--- config.mk ---
export PLATFORM = sky130hd
export DESIGN_NAME = pci_cfg_mv_flat
export DESIGN_NICKNAME = d
export VERILOG_FILES = /design/src/rtl/pci_cfg_mv_if.sv /design/src/rtl/pci_cfg_mv.sv /design/src/flat_wrapper.sv
export SDC_FILE = /design/constraint.sdc
export NUM_CORES = 1
export LEC_CHECK = 0
export ABC_CLOCK_PERIOD_IN_PS = 2300
export BUFFER_PORTS_ARGS = -buffer_cell sky130_fd_sc_hd__buf_2
export CORE_ASPECT_RATIO = 0.7
export CORE_MARGIN = 2
export CORE_UTILIZATION = 35
export DETAILED_ROUTE_END_ITERATION = 12
export PLACE_DENSITY_LB_ADDON = 0.12
export SLEW_MARGIN = 25
export SYNTH_ARGS = -nofsm -noshare
export SYNTH_HDL_FRONTEND = slang
export SYNTH_SLANG_ARGS = --single-unit
--- constraint.sdc ---
create_clock -name clk -period 2.3 [get_ports clk]
set_input_delay 0.345 -clock clk [delete_from_list [all_inputs] [get_ports clk]]
set_output_delay 0.345 -clock clk [all_outputs]
set_load 0.02 [all_outputs]
--- src/rtl/pci_cfg_mv_if.sv ---
// Bus-side signals of pci_cfg_mv: config access strobe/response and the MSI message write handshake.
// msi_wr: a beat transfers on a clock edge where valid and ready are both 1; valid never drops before that edge, payload stays stable while valid.
interface pci_cfg_mv_if;
  logic        cfg_enable;
  logic        cfg_iswrite;
  logic [5:0]  cfg_offset;
  logic [3:0]  cfg_byte_en;
  logic [31:0] cfg_write_val;
  logic [31:0] cfg_read_val;
  logic        cfg_ack;
  logic        msi_wr_valid;
  logic        msi_wr_ready;
  logic [63:0] msi_wr_addr;
  logic [31:0] msi_wr_data;

  modport master (
    output cfg_enable, cfg_iswrite, cfg_offset, cfg_byte_en, cfg_write_val, msi_wr_ready,
    input  cfg_read_val, cfg_ack, msi_wr_valid, msi_wr_addr, msi_wr_data
  );

  modport slave (
    input  cfg_enable, cfg_iswrite, cfg_offset, cfg_byte_en, cfg_write_val, msi_wr_ready,
    output cfg_read_val, cfg_ack, msi_wr_valid, msi_wr_addr, msi_wr_data
  );
endinterface

--- src/rtl/pci_cfg_mv.sv ---
// PCI type-0 config space: RO IDs, BARs, sticky RW1C status and a 64-bit multi-message MSI generator.
// Define PCI_MSI_PVM_EN to add MSI per-vector mask (0x14) and pending (0x15) registers.
module pci_cfg_mv #(
  parameter logic [15:0] VENDOR_ID         = 16'h1234,
  parameter logic [15:0] DEVICE_ID         = 16'h11e8,
  parameter logic [23:0] CLASS_CODE        = 24'hff0000,
  parameter logic [7:0]  REVISION          = 8'h10,
  parameter logic [15:0] SUBSYS_ID_DEF     = 16'h11e8,
  parameter logic [15:0] SUBSYS_VENDOR_DEF = 16'h1234,
  parameter int          NUM_BARS          = 1,
  parameter int          BAR_SIZE_LOG2     = 12,
  parameter int          MSI_MMC           = 2
) (
  input  logic                    clk,
  input  logic                    rst,
  pci_cfg_mv_if.slave             bus,
  input  logic                    intr_status,
  input  logic                    ev_mdpe,
  input  logic                    ev_sta,
  input  logic                    ev_rta,
  input  logic                    ev_rma,
  input  logic                    ev_sse,
  input  logic                    ev_dpe,
  output logic [NUM_BARS*32-1:0]  bar_base,
  output logic                    mem_space_en,
  output logic                    bus_master_en,
  output logic                    intx_disable,
  output logic                    serr_en,
  output logic                    perr_resp,
  output logic                    msi_en,
  input  logic                    msi_req,
  input  logic [4:0]              msi_vector,
  output logic                    msi_accept,
  output logic                    msi_busy_dbg
);
  localparam logic [31:0] CMD_MASK  = 32'h0000_075f;
  localparam logic [31:0] LAT_MASK  = 32'h0000_f8ff;
  localparam logic [31:0] BAR_MASK  = 32'hffff_ffff << BAR_SIZE_LOG2;
  localparam logic [2:0]  MMC       = 3'(MSI_MMC);
  localparam logic [7:0]  STS_MASK  = 8'hf9;
`ifdef PCI_MSI_PVM_EN
  localparam logic [31:0] VEC_MASK  = (32'h1 << (1 << MSI_MMC)) - 32'h1;
  localparam logic        PVM       = 1'b1;
`else
  localparam logic        PVM       = 1'b0;
`endif

  typedef enum logic {IDLE, SEND} msi_state_t;

  logic [31:0] cmd_q, lat_q, subsys_q, intl_q, addr_lo_q, addr_hi_q, data_q;
  logic [31:0] bar_q [NUM_BARS];
  logic [7:0]  sts_q, ev, sts_clr;
  logic [2:0]  mme_q;
  logic        msi_en_q;
  logic [31:0] bm, rd_mux, bar_rd;
  logic        wr, eligible;
  logic [15:0] lo_mask;
  logic [4:0]  req_vec, send_vec;
  logic [31:0] msg_data;
  msi_state_t  state_q;

  function automatic logic [31:0] upd(input logic [31:0] old, input logic [31:0] nv,
                                      input logic [31:0] m);
    return (old & ~m) | (nv & m);
  endfunction

  assign wr = bus.cfg_enable & bus.cfg_iswrite;
  assign bm = {{8{bus.cfg_byte_en[3]}}, {8{bus.cfg_byte_en[2]}},
               {8{bus.cfg_byte_en[1]}}, {8{bus.cfg_byte_en[0]}}};
  assign ev = {ev_dpe, ev_sse, ev_rma, ev_rta, ev_sta, 2'b00, ev_mdpe};
  assign sts_clr = (wr && bus.cfg_offset == 6'h01 && bus.cfg_byte_en[3])
                   ? (bus.cfg_write_val[31:24] & STS_MASK) : 8'h00;

  assign mem_space_en  = cmd_q[1];
  assign bus_master_en = cmd_q[2];
  assign perr_resp     = cmd_q[6];
  assign serr_en       = cmd_q[8];
  assign intx_disable  = cmd_q[10];
  assign msi_en        = msi_en_q;
  assign eligible      = msi_en_q & cmd_q[2];
  assign msi_busy_dbg  = (state_q == SEND);

  for (genvar n = 0; n < NUM_BARS; n++) begin : g_bar
    assign bar_base[32*n +: 32] = bar_q[n];
  end

`ifdef PCI_MSI_PVM_EN
  logic [31:0] mask_q, pend_q, ready_v;
  logic [4:0]  pick_idx;
  logic        pick_any, pvm_go;
  assign ready_v = pend_q & ~mask_q & VEC_MASK;
  // Descending scan so the lowest pending, unmasked vector wins.
  always_comb begin
    pick_any = 1'b0;
    pick_idx = 5'd0;
    for (int i = 31; i >= 0; i--) begin
      if (ready_v[i]) begin
        pick_any = 1'b1;
        pick_idx = 5'(i);
      end
    end
  end
  assign pvm_go   = eligible & pick_any;
  assign send_vec = pvm_go ? pick_idx : req_vec;
`else
  assign send_vec = req_vec;
`endif

  assign lo_mask  = ~(16'hffff << mme_q);
  assign req_vec  = msi_vector & lo_mask[4:0];
  assign msg_data = {16'h0000, (data_q[15:0] & ~lo_mask) | ({11'h000, send_vec} & lo_mask)};

  always_comb begin
    bar_rd = 32'h0;
    for (int n = 0; n < NUM_BARS; n++)
      if (bus.cfg_offset == 6'(4 + n)) bar_rd = bar_q[n];
  end

  always_comb begin
    rd_mux = 32'h0;
    case (bus.cfg_offset)
      6'h00: rd_mux = {DEVICE_ID, VENDOR_ID};
      6'h01: rd_mux = {sts_q, 3'b000, 1'b1, intr_status, 3'b000, 16'h0000} | cmd_q;
      6'h02: rd_mux = {CLASS_CODE, REVISION};
      6'h03: rd_mux = lat_q;
      6'h04, 6'h05, 6'h06, 6'h07, 6'h08, 6'h09: rd_mux = bar_rd;
      6'h0b: rd_mux = subsys_q;
      6'h0d: rd_mux = 32'h0000_0040;
      6'h0f: rd_mux = 32'h0000_0100 | intl_q;
      6'h10: rd_mux = {7'h00, PVM, 1'b1, mme_q, MMC, msi_en_q, 8'h00, 8'h05};
      6'h11: rd_mux = addr_lo_q;
      6'h12: rd_mux = addr_hi_q;
      6'h13: rd_mux = data_q;
`ifdef PCI_MSI_PVM_EN
      6'h14: rd_mux = mask_q;
      6'h15: rd_mux = pend_q;
`endif
      default: rd_mux = 32'h0;
    endcase
  end

  always_ff @(posedge clk or negedge rst) begin
    if (!rst) begin
      bus.cfg_ack      <= 1'b0;
      bus.cfg_read_val <= 32'h0;
      cmd_q            <= 32'h0;
      sts_q            <= 8'h00;
      lat_q            <= 32'h0;
      subsys_q         <= {SUBSYS_ID_DEF, SUBSYS_VENDOR_DEF};
      intl_q           <= 32'h0;
      mme_q            <= 3'd0;
      msi_en_q         <= 1'b0;
      addr_lo_q        <= 32'h0;
      addr_hi_q        <= 32'h0;
      data_q           <= 32'h0;
      for (int n = 0; n < NUM_BARS; n++) bar_q[n] <= 32'h0;
`ifdef PCI_MSI_PVM_EN
      mask_q           <= 32'h0;
`endif
    end else begin
      bus.cfg_ack <= bus.cfg_enable;
      if (bus.cfg_enable && !bus.cfg_iswrite) bus.cfg_read_val <= rd_mux;
      // A new event in the same cycle as its clear leaves the bit set.
      sts_q <= (sts_q & ~sts_clr) | ev;
      if (wr) begin
        case (bus.cfg_offset)
          6'h01: cmd_q     <= upd(cmd_q, bus.cfg_write_val, bm) & CMD_MASK;
          6'h03: lat_q     <= upd(lat_q, bus.cfg_write_val, bm) & LAT_MASK;
          6'h0b: subsys_q  <= upd(subsys_q, bus.cfg_write_val, bm);
          6'h0f: intl_q    <= upd(intl_q, bus.cfg_write_val, bm) & 32'h0000_00ff;
          6'h10: begin
            if (bus.cfg_byte_en[2]) begin
              msi_en_q <= bus.cfg_write_val[16];
              mme_q    <= (bus.cfg_write_val[22:20] > MMC) ? MMC : bus.cfg_write_val[22:20];
            end
          end
          6'h11: addr_lo_q <= upd(addr_lo_q, bus.cfg_write_val, bm) & 32'hffff_fffc;
          6'h12: addr_hi_q <= upd(addr_hi_q, bus.cfg_write_val, bm);
          6'h13: data_q    <= upd(data_q, bus.cfg_write_val, bm) & 32'h0000_ffff;
`ifdef PCI_MSI_PVM_EN
          6'h14: mask_q    <= upd(mask_q, bus.cfg_write_val, bm) & VEC_MASK;
`endif
          default: ;
        endcase
        for (int n = 0; n < NUM_BARS; n++)
          if (bus.cfg_offset == 6'(4 + n)) bar_q[n] <= upd(bar_q[n], bus.cfg_write_val, bm) & BAR_MASK;
      end
    end
  end

  always_ff @(posedge clk or negedge rst) begin
    if (!rst) begin
      state_q          <= IDLE;
      msi_accept       <= 1'b0;
      bus.msi_wr_valid <= 1'b0;
      bus.msi_wr_addr  <= 64'h0;
      bus.msi_wr_data  <= 32'h0;
`ifdef PCI_MSI_PVM_EN
      pend_q           <= 32'h0;
`endif
    end else begin
      msi_accept <= 1'b0;
      case (state_q)
        IDLE: begin
`ifdef PCI_MSI_PVM_EN
          if (pvm_go) begin
            pend_q[pick_idx] <= 1'b0;
            state_q          <= SEND;
            bus.msi_wr_valid <= 1'b1;
            bus.msi_wr_addr  <= {addr_hi_q, addr_lo_q};
            bus.msi_wr_data  <= msg_data;
          end else
`endif
          if (msi_req) begin
            msi_accept <= 1'b1;
            if (eligible) begin
`ifdef PCI_MSI_PVM_EN
              if (mask_q[req_vec]) pend_q[req_vec] <= 1'b1;
              else
`endif
              begin
                state_q          <= SEND;
                bus.msi_wr_valid <= 1'b1;
                bus.msi_wr_addr  <= {addr_hi_q, addr_lo_q};
                bus.msi_wr_data  <= msg_data;
              end
            end
          end
        end
        SEND: begin
          if (bus.msi_wr_ready) begin
            bus.msi_wr_valid <= 1'b0;
            state_q          <= IDLE;
          end
        end
        default: state_q <= IDLE;
      endcase
    end
  end
endmodule
--- src/flat_wrapper.sv ---
// flat-port wrapper written by rule: the top's interface ports become plain ports
module pci_cfg_mv_flat 
#(
  parameter logic [15:0] VENDOR_ID         = 16'h1234,
  parameter logic [15:0] DEVICE_ID         = 16'h11e8,
  parameter logic [23:0] CLASS_CODE        = 24'hff0000,
  parameter logic [7:0]  REVISION          = 8'h10,
  parameter logic [15:0] SUBSYS_ID_DEF     = 16'h11e8,
  parameter logic [15:0] SUBSYS_VENDOR_DEF = 16'h1234,
  parameter int          NUM_BARS          = 1,
  parameter int          BAR_SIZE_LOG2     = 12,
  parameter int          MSI_MMC           = 2
)
  (clk, rst, intr_status, ev_mdpe, ev_sta, ev_rta, ev_rma, ev_sse, ev_dpe, bar_base, mem_space_en, bus_master_en, intx_disable, serr_en, perr_resp, msi_en, msi_req, msi_vector, msi_accept, msi_busy_dbg, bus_cfg_enable, bus_cfg_iswrite, bus_cfg_offset, bus_cfg_byte_en, bus_cfg_write_val, bus_msi_wr_ready, bus_cfg_read_val, bus_cfg_ack, bus_msi_wr_valid, bus_msi_wr_addr, bus_msi_wr_data);
  pci_cfg_mv_if bus_i ();
  input  logic clk;
  input  logic rst;
  input  logic intr_status;
  input  logic ev_mdpe;
  input  logic ev_sta;
  input  logic ev_rta;
  input  logic ev_rma;
  input  logic ev_sse;
  input  logic ev_dpe;
  output logic [NUM_BARS*32-1:0] bar_base;
  output logic mem_space_en;
  output logic bus_master_en;
  output logic intx_disable;
  output logic serr_en;
  output logic perr_resp;
  output logic msi_en;
  input  logic msi_req;
  input  logic [4:0] msi_vector;
  output logic msi_accept;
  output logic msi_busy_dbg;
  input wire logic [$bits(bus_i.cfg_enable)-1:0] bus_cfg_enable;
  input wire logic [$bits(bus_i.cfg_iswrite)-1:0] bus_cfg_iswrite;
  input wire logic [$bits(bus_i.cfg_offset)-1:0] bus_cfg_offset;
  input wire logic [$bits(bus_i.cfg_byte_en)-1:0] bus_cfg_byte_en;
  input wire logic [$bits(bus_i.cfg_write_val)-1:0] bus_cfg_write_val;
  input wire logic [$bits(bus_i.msi_wr_ready)-1:0] bus_msi_wr_ready;
  output wire logic [$bits(bus_i.cfg_read_val)-1:0] bus_cfg_read_val;
  output wire logic [$bits(bus_i.cfg_ack)-1:0] bus_cfg_ack;
  output wire logic [$bits(bus_i.msi_wr_valid)-1:0] bus_msi_wr_valid;
  output wire logic [$bits(bus_i.msi_wr_addr)-1:0] bus_msi_wr_addr;
  output wire logic [$bits(bus_i.msi_wr_data)-1:0] bus_msi_wr_data;
  assign bus_i.cfg_enable = bus_cfg_enable;
  assign bus_i.cfg_iswrite = bus_cfg_iswrite;
  assign bus_i.cfg_offset = bus_cfg_offset;
  assign bus_i.cfg_byte_en = bus_cfg_byte_en;
  assign bus_i.cfg_write_val = bus_cfg_write_val;
  assign bus_i.msi_wr_ready = bus_msi_wr_ready;
  assign bus_cfg_read_val = bus_i.cfg_read_val;
  assign bus_cfg_ack = bus_i.cfg_ack;
  assign bus_msi_wr_valid = bus_i.msi_wr_valid;
  assign bus_msi_wr_addr = bus_i.msi_wr_addr;
  assign bus_msi_wr_data = bus_i.msi_wr_data;
  pci_cfg_mv #(.VENDOR_ID(VENDOR_ID), .DEVICE_ID(DEVICE_ID), .CLASS_CODE(CLASS_CODE), .REVISION(REVISION), .SUBSYS_ID_DEF(SUBSYS_ID_DEF), .SUBSYS_VENDOR_DEF(SUBSYS_VENDOR_DEF), .NUM_BARS(NUM_BARS), .BAR_SIZE_LOG2(BAR_SIZE_LOG2), .MSI_MMC(MSI_MMC)) u_core (.clk(clk), .rst(rst), .bus(bus_i), .intr_status(intr_status), .ev_mdpe(ev_mdpe), .ev_sta(ev_sta), .ev_rta(ev_rta), .ev_rma(ev_rma), .ev_sse(ev_sse), .ev_dpe(ev_dpe), .bar_base(bar_base), .mem_space_en(mem_space_en), .bus_master_en(bus_master_en), .intx_disable(intx_disable), .serr_en(serr_en), .perr_resp(perr_resp), .msi_en(msi_en), .msi_req(msi_req), .msi_vector(msi_vector), .msi_accept(msi_accept), .msi_busy_dbg(msi_busy_dbg));
endmodule
**After elaboration in Yosys (flattened, before gate mapping)**

Index checks and enable logic that the tools add are counted.

- Bits in registers: 286
- Input bits: 60
- Output and inout bits: 170
- Word-level logic and storage cells: 101

- Magnitude comparators: 1
- Eq/ne operators: 19
- Shift-type cells: 1
- Muxes and demuxes: 14
- Bitwise operators: 31
- Reduce and logical (&&, ||, !) cells: 17

Operators with widths:

| operator | number |
|---|---|
| $pmux W32 S12 | 1 |
| $and A32 B32 Y32 | 5 |
| $or A32 B32 Y32 | 4 |
| $and A16 B16 Y16 | 3 |
| $or A16 B16 Y16 | 3 |
| $mux W32 | 1 |
| $not A16 Y16 | 2 |
| $not A32 Y32 | 1 |
| $or A32 B11 Y32 | 1 |
| $eq A6 B4 Y1 const B | 5 |
| $eq A6 B3 Y1 const B | 4 |
| $eq A6 B5 Y1 const B | 4 |
| $and A5 B16 Y16 | 1 |
| $and A8 B8 Y8 | 2 |
| $or A8 B8 Y8 | 2 |
| $reduce_and A2 Y1 | 8 |
| $shl A16 B3 Y16 const A | 1 |
| $eq A6 B2 Y1 const B | 2 |
| $and A11 B11 Y11 | 1 |
| $or A11 B11 Y11 | 1 |
| $reduce_and A3 Y1 | 3 |
| $mux W1 | 8 |
| $mux W8 | 1 |
| $not A8 Y8 | 1 |
| other kinds (13) | 18 |

**Longest topological paths before layout**

- Depth after elaboration: 7
- Mapped depth: 7
- Gate-level depth less buffers: 4

**Least setup slack after synthesis**

No wires, ideal clock.

- Path type: in2reg
- Start point: in bus_cfg_offset[3]
- End point: reg with a tool-made name
- Setup time: 0.125 ns
- Data arrival time: 1.846 ns
- Data required time: 2.175 ns
- Setup slack: 0.329 ns
- Stages on the path: 5
- Path buffers: 2
- Cell sequence: buf_6 > or4_4 > buf_6 > nor3_4 > mux2_2

RTL lines:

| what | line | text |
|---|---|---|
| start, declared | flat_wrapper.sv:38 | `input wire logic [$bits(bus_i.cfg_offset)-1:0] bus_cfg_offset;` |

==> flow_summary.toml <==
[clocking]
cts_tree = "done"
cts.sinks = 284
cts_hold_buf = 9
path_clk_slew_ns = 0.07
cts_resized = 0
cts_buffers = 30
clock_latency_ns = 0.57
clockBufferDepth = 3
cts_root_buffer = "clkbuf_16"
cts_setup_buffers = 0
h-tree-depth = 1

[routing]
wl_um = 37600
wl_per_cell_um = 22.2
vias = 8698
avgViaCountPerCell = 5.13
drt_first_iter_violations = 513
postRouteAntennaNets = 0
drc = 0
dr.pass1.iters = 5

[worst_setup_path]
crit_arrival_ns = 2.41
critPathRequiredTime_ns = 2.74
r2r_setup_slack_ns = 0.56
cp-start-kind = "primary input"
reg2reg_depth = 4
timing.rr.end = "u_core.bus.cfg_read_val[6]"
critPathKind = "in -> reg"
cp-end-kind = "register"
path_max_fanout = 8

[global_route]
grt_overflow = 0
first_global_vias = 8884
grt_antenna_before_repair = 1
track_usage = 0.204
grt_pass1_wl_um = 57600
grt_max_degree = 72

[cells_and_area]
final_cell_mix = "dfrtp_1, mux2_2, buf_2"
fin_nets = 1262
layout_commonest_cell = "dfrtp_1"
stdcell_area_um2 = 15500
n_fill_cell = 3315
area_delta_synth_final_pct = 24.5
drive_gt1_frac = 0.493
antenna_cells = 0
final_util = 0.444

[synthesis]
synth.mux.area_fraction = 0.237
ys_types = 53
synth_edf_count = 0
synth_top_area_cell = "dfrtp_1"
synthFlopType = "dfrtp_1"
yosys_warnings = 0
synth-seq-area-share = 0.573
synth_top_family_by_area = "multiplexers"
syn-cell-area_um2 = 12400
syn-instance-count = 935
synth_top_area_frac = 0.550
synth_compound_area_frac = 0.0775
synthTopCellsByArea = "dfrtp_1, mux2_2, dfstp_2"
synthSimpleGateAreaFrac = 0.0758
synth.avg_cell_area_um2 = 13.3
synth-async-reset-ratio = 1.00
synth_seq_cells = 284
synth-adder-area-share = 0
synth_xor_area_frac = 0

[timing]
maxSlewHeadroom = 0.649
period_minus_slack_ns = 1.96
setup_viol = 0
rsz0062_at_grt = "false"
slew_viol_final = 0
fin_crit_sh = 0.854
finalHoldViolCount = 0
whs_ns = 0.0715
fin_setup_tns_ns = 0
worstMarginPinSlew_ns = 0.527
fin_worst_skew_ns = 0.0234
clock.fmax_ghz = 0.509

[worst_hold_path]
min_to = "u_core.bus.msi_wr_data[1]"
holdPathStages = 3
min_path_type = "in -> reg"
hold_path_startpoint = "msi_vector[1]"

[run]
drv_cap = 0

[floorplan]
dieHeight_um = 162
pin_count = 230
core_um2 = 34800
die_x_um = 229
rows = 57
dieArea_um2 = 37000
initial_core_util = 0.357

[power]
ir_drop_mv = 0.534
p_total_w = 0.0109
power.density_nw_per_um2 = 708
p_leak_nw = 7.85

[outcome]
status = "finished clean"

[placed_design]
port-buffer-count = 199
post-dp-hpwl_um = 27400
placed_cell_area_um2 = 14400
gp_congestion = 0.820
cell type report:
type                       instances  area (um2)  area share
clock inverter                    11         110     0.00712
sequential                       284        7120       0.460
multi-input combinational        598        4990       0.322
inverter                           3        11.3    0.000728
timing repair buffer             285        1790       0.116
tap                              472         591      0.0382
clock buffer                      43         861      0.0556
metrics by stage:
step / std cells / worst slack [ns]
3_5_place_dp: 1633 / 0.122
2_1_floorplan: 964 / 0.329
6_report: 1696 / 0.336
5_1_grt: 1696 / 0.295
4_1_cts: 1696 / 0.401
3_3_place_gp: 1633 / 0.140
cells by family (layout without fill, tap and decap cells):
kind of cell           Yosys count  after routing
DFF                            284            284
buffers and inverters           82            342
AOI/OAI and AO/OA              130            130
muxes                          261            261
other                            1             30
and+or+nand+nor                177            177
power breakdown:
group	total, W	switching, W	internal, W
Sequential	0.00529	0.000126	0.00516
Combinational	0.000819	0.000517	0.000302
Clock	0.00484	0.00203	0.00281
metal layers:
metal	global-route usage	vias up	part of all wire	wire length [um]
li1	-	3935	-	-
met1	0.309	4460	0.50	18700
met2	0.301	251	0.43	16200
met3	0.0418	50	0.054	2040
met4	0.0398	2	0.017	621
met5	0	-	0.00043	16
worst max-delay path: stages:
cell and delay (ns):
dlygate4sd3_1 0.53, buf_2 0.20, nand3_1 0.28, or3_1 0.69, mux2_2 0.36
Yosys cell counts (5+ instances only):
cell type / instances
a32oi_1: 9
mux2i_1: 14
nor2_2: 11
a22o_1: 10
nand3_1: 18
dfrtp_1: 273
dfstp_2: 11
a22oi_1: 17
and3_1: 18
buf_4: 30
nor3_1: 5
nor4_1: 6
clkbuf_1: 35
nor2_1: 16
a222oi_1: 7
a221oi_1: 11
o21ai_0: 21
mux2_2: 241
buf_2: 11
o221ai_1: 6
nand2_1: 65
mux2_4: 6
a21oi_1: 13
nand2b_1: 6
o211ai_1: 13
or3_1: 5
nor2b_1: 5
a21o_1: 6
worst max-delay path by stage:
stage / cells past startpoint / to / from
after detailed placement: 5 / register / bus_cfg_offset[2]
after global placement: 5 / register / bus_cfg_offset[2]
final: 5 / register / bus_cfg_enable
after floorplan: 5 / register / bus_cfg_offset[3]
after global routing: 5 / register / bus_cfg_enable
after CTS: 5 / register / bus_cfg_enable
Power figures use the tool's default switching activity.
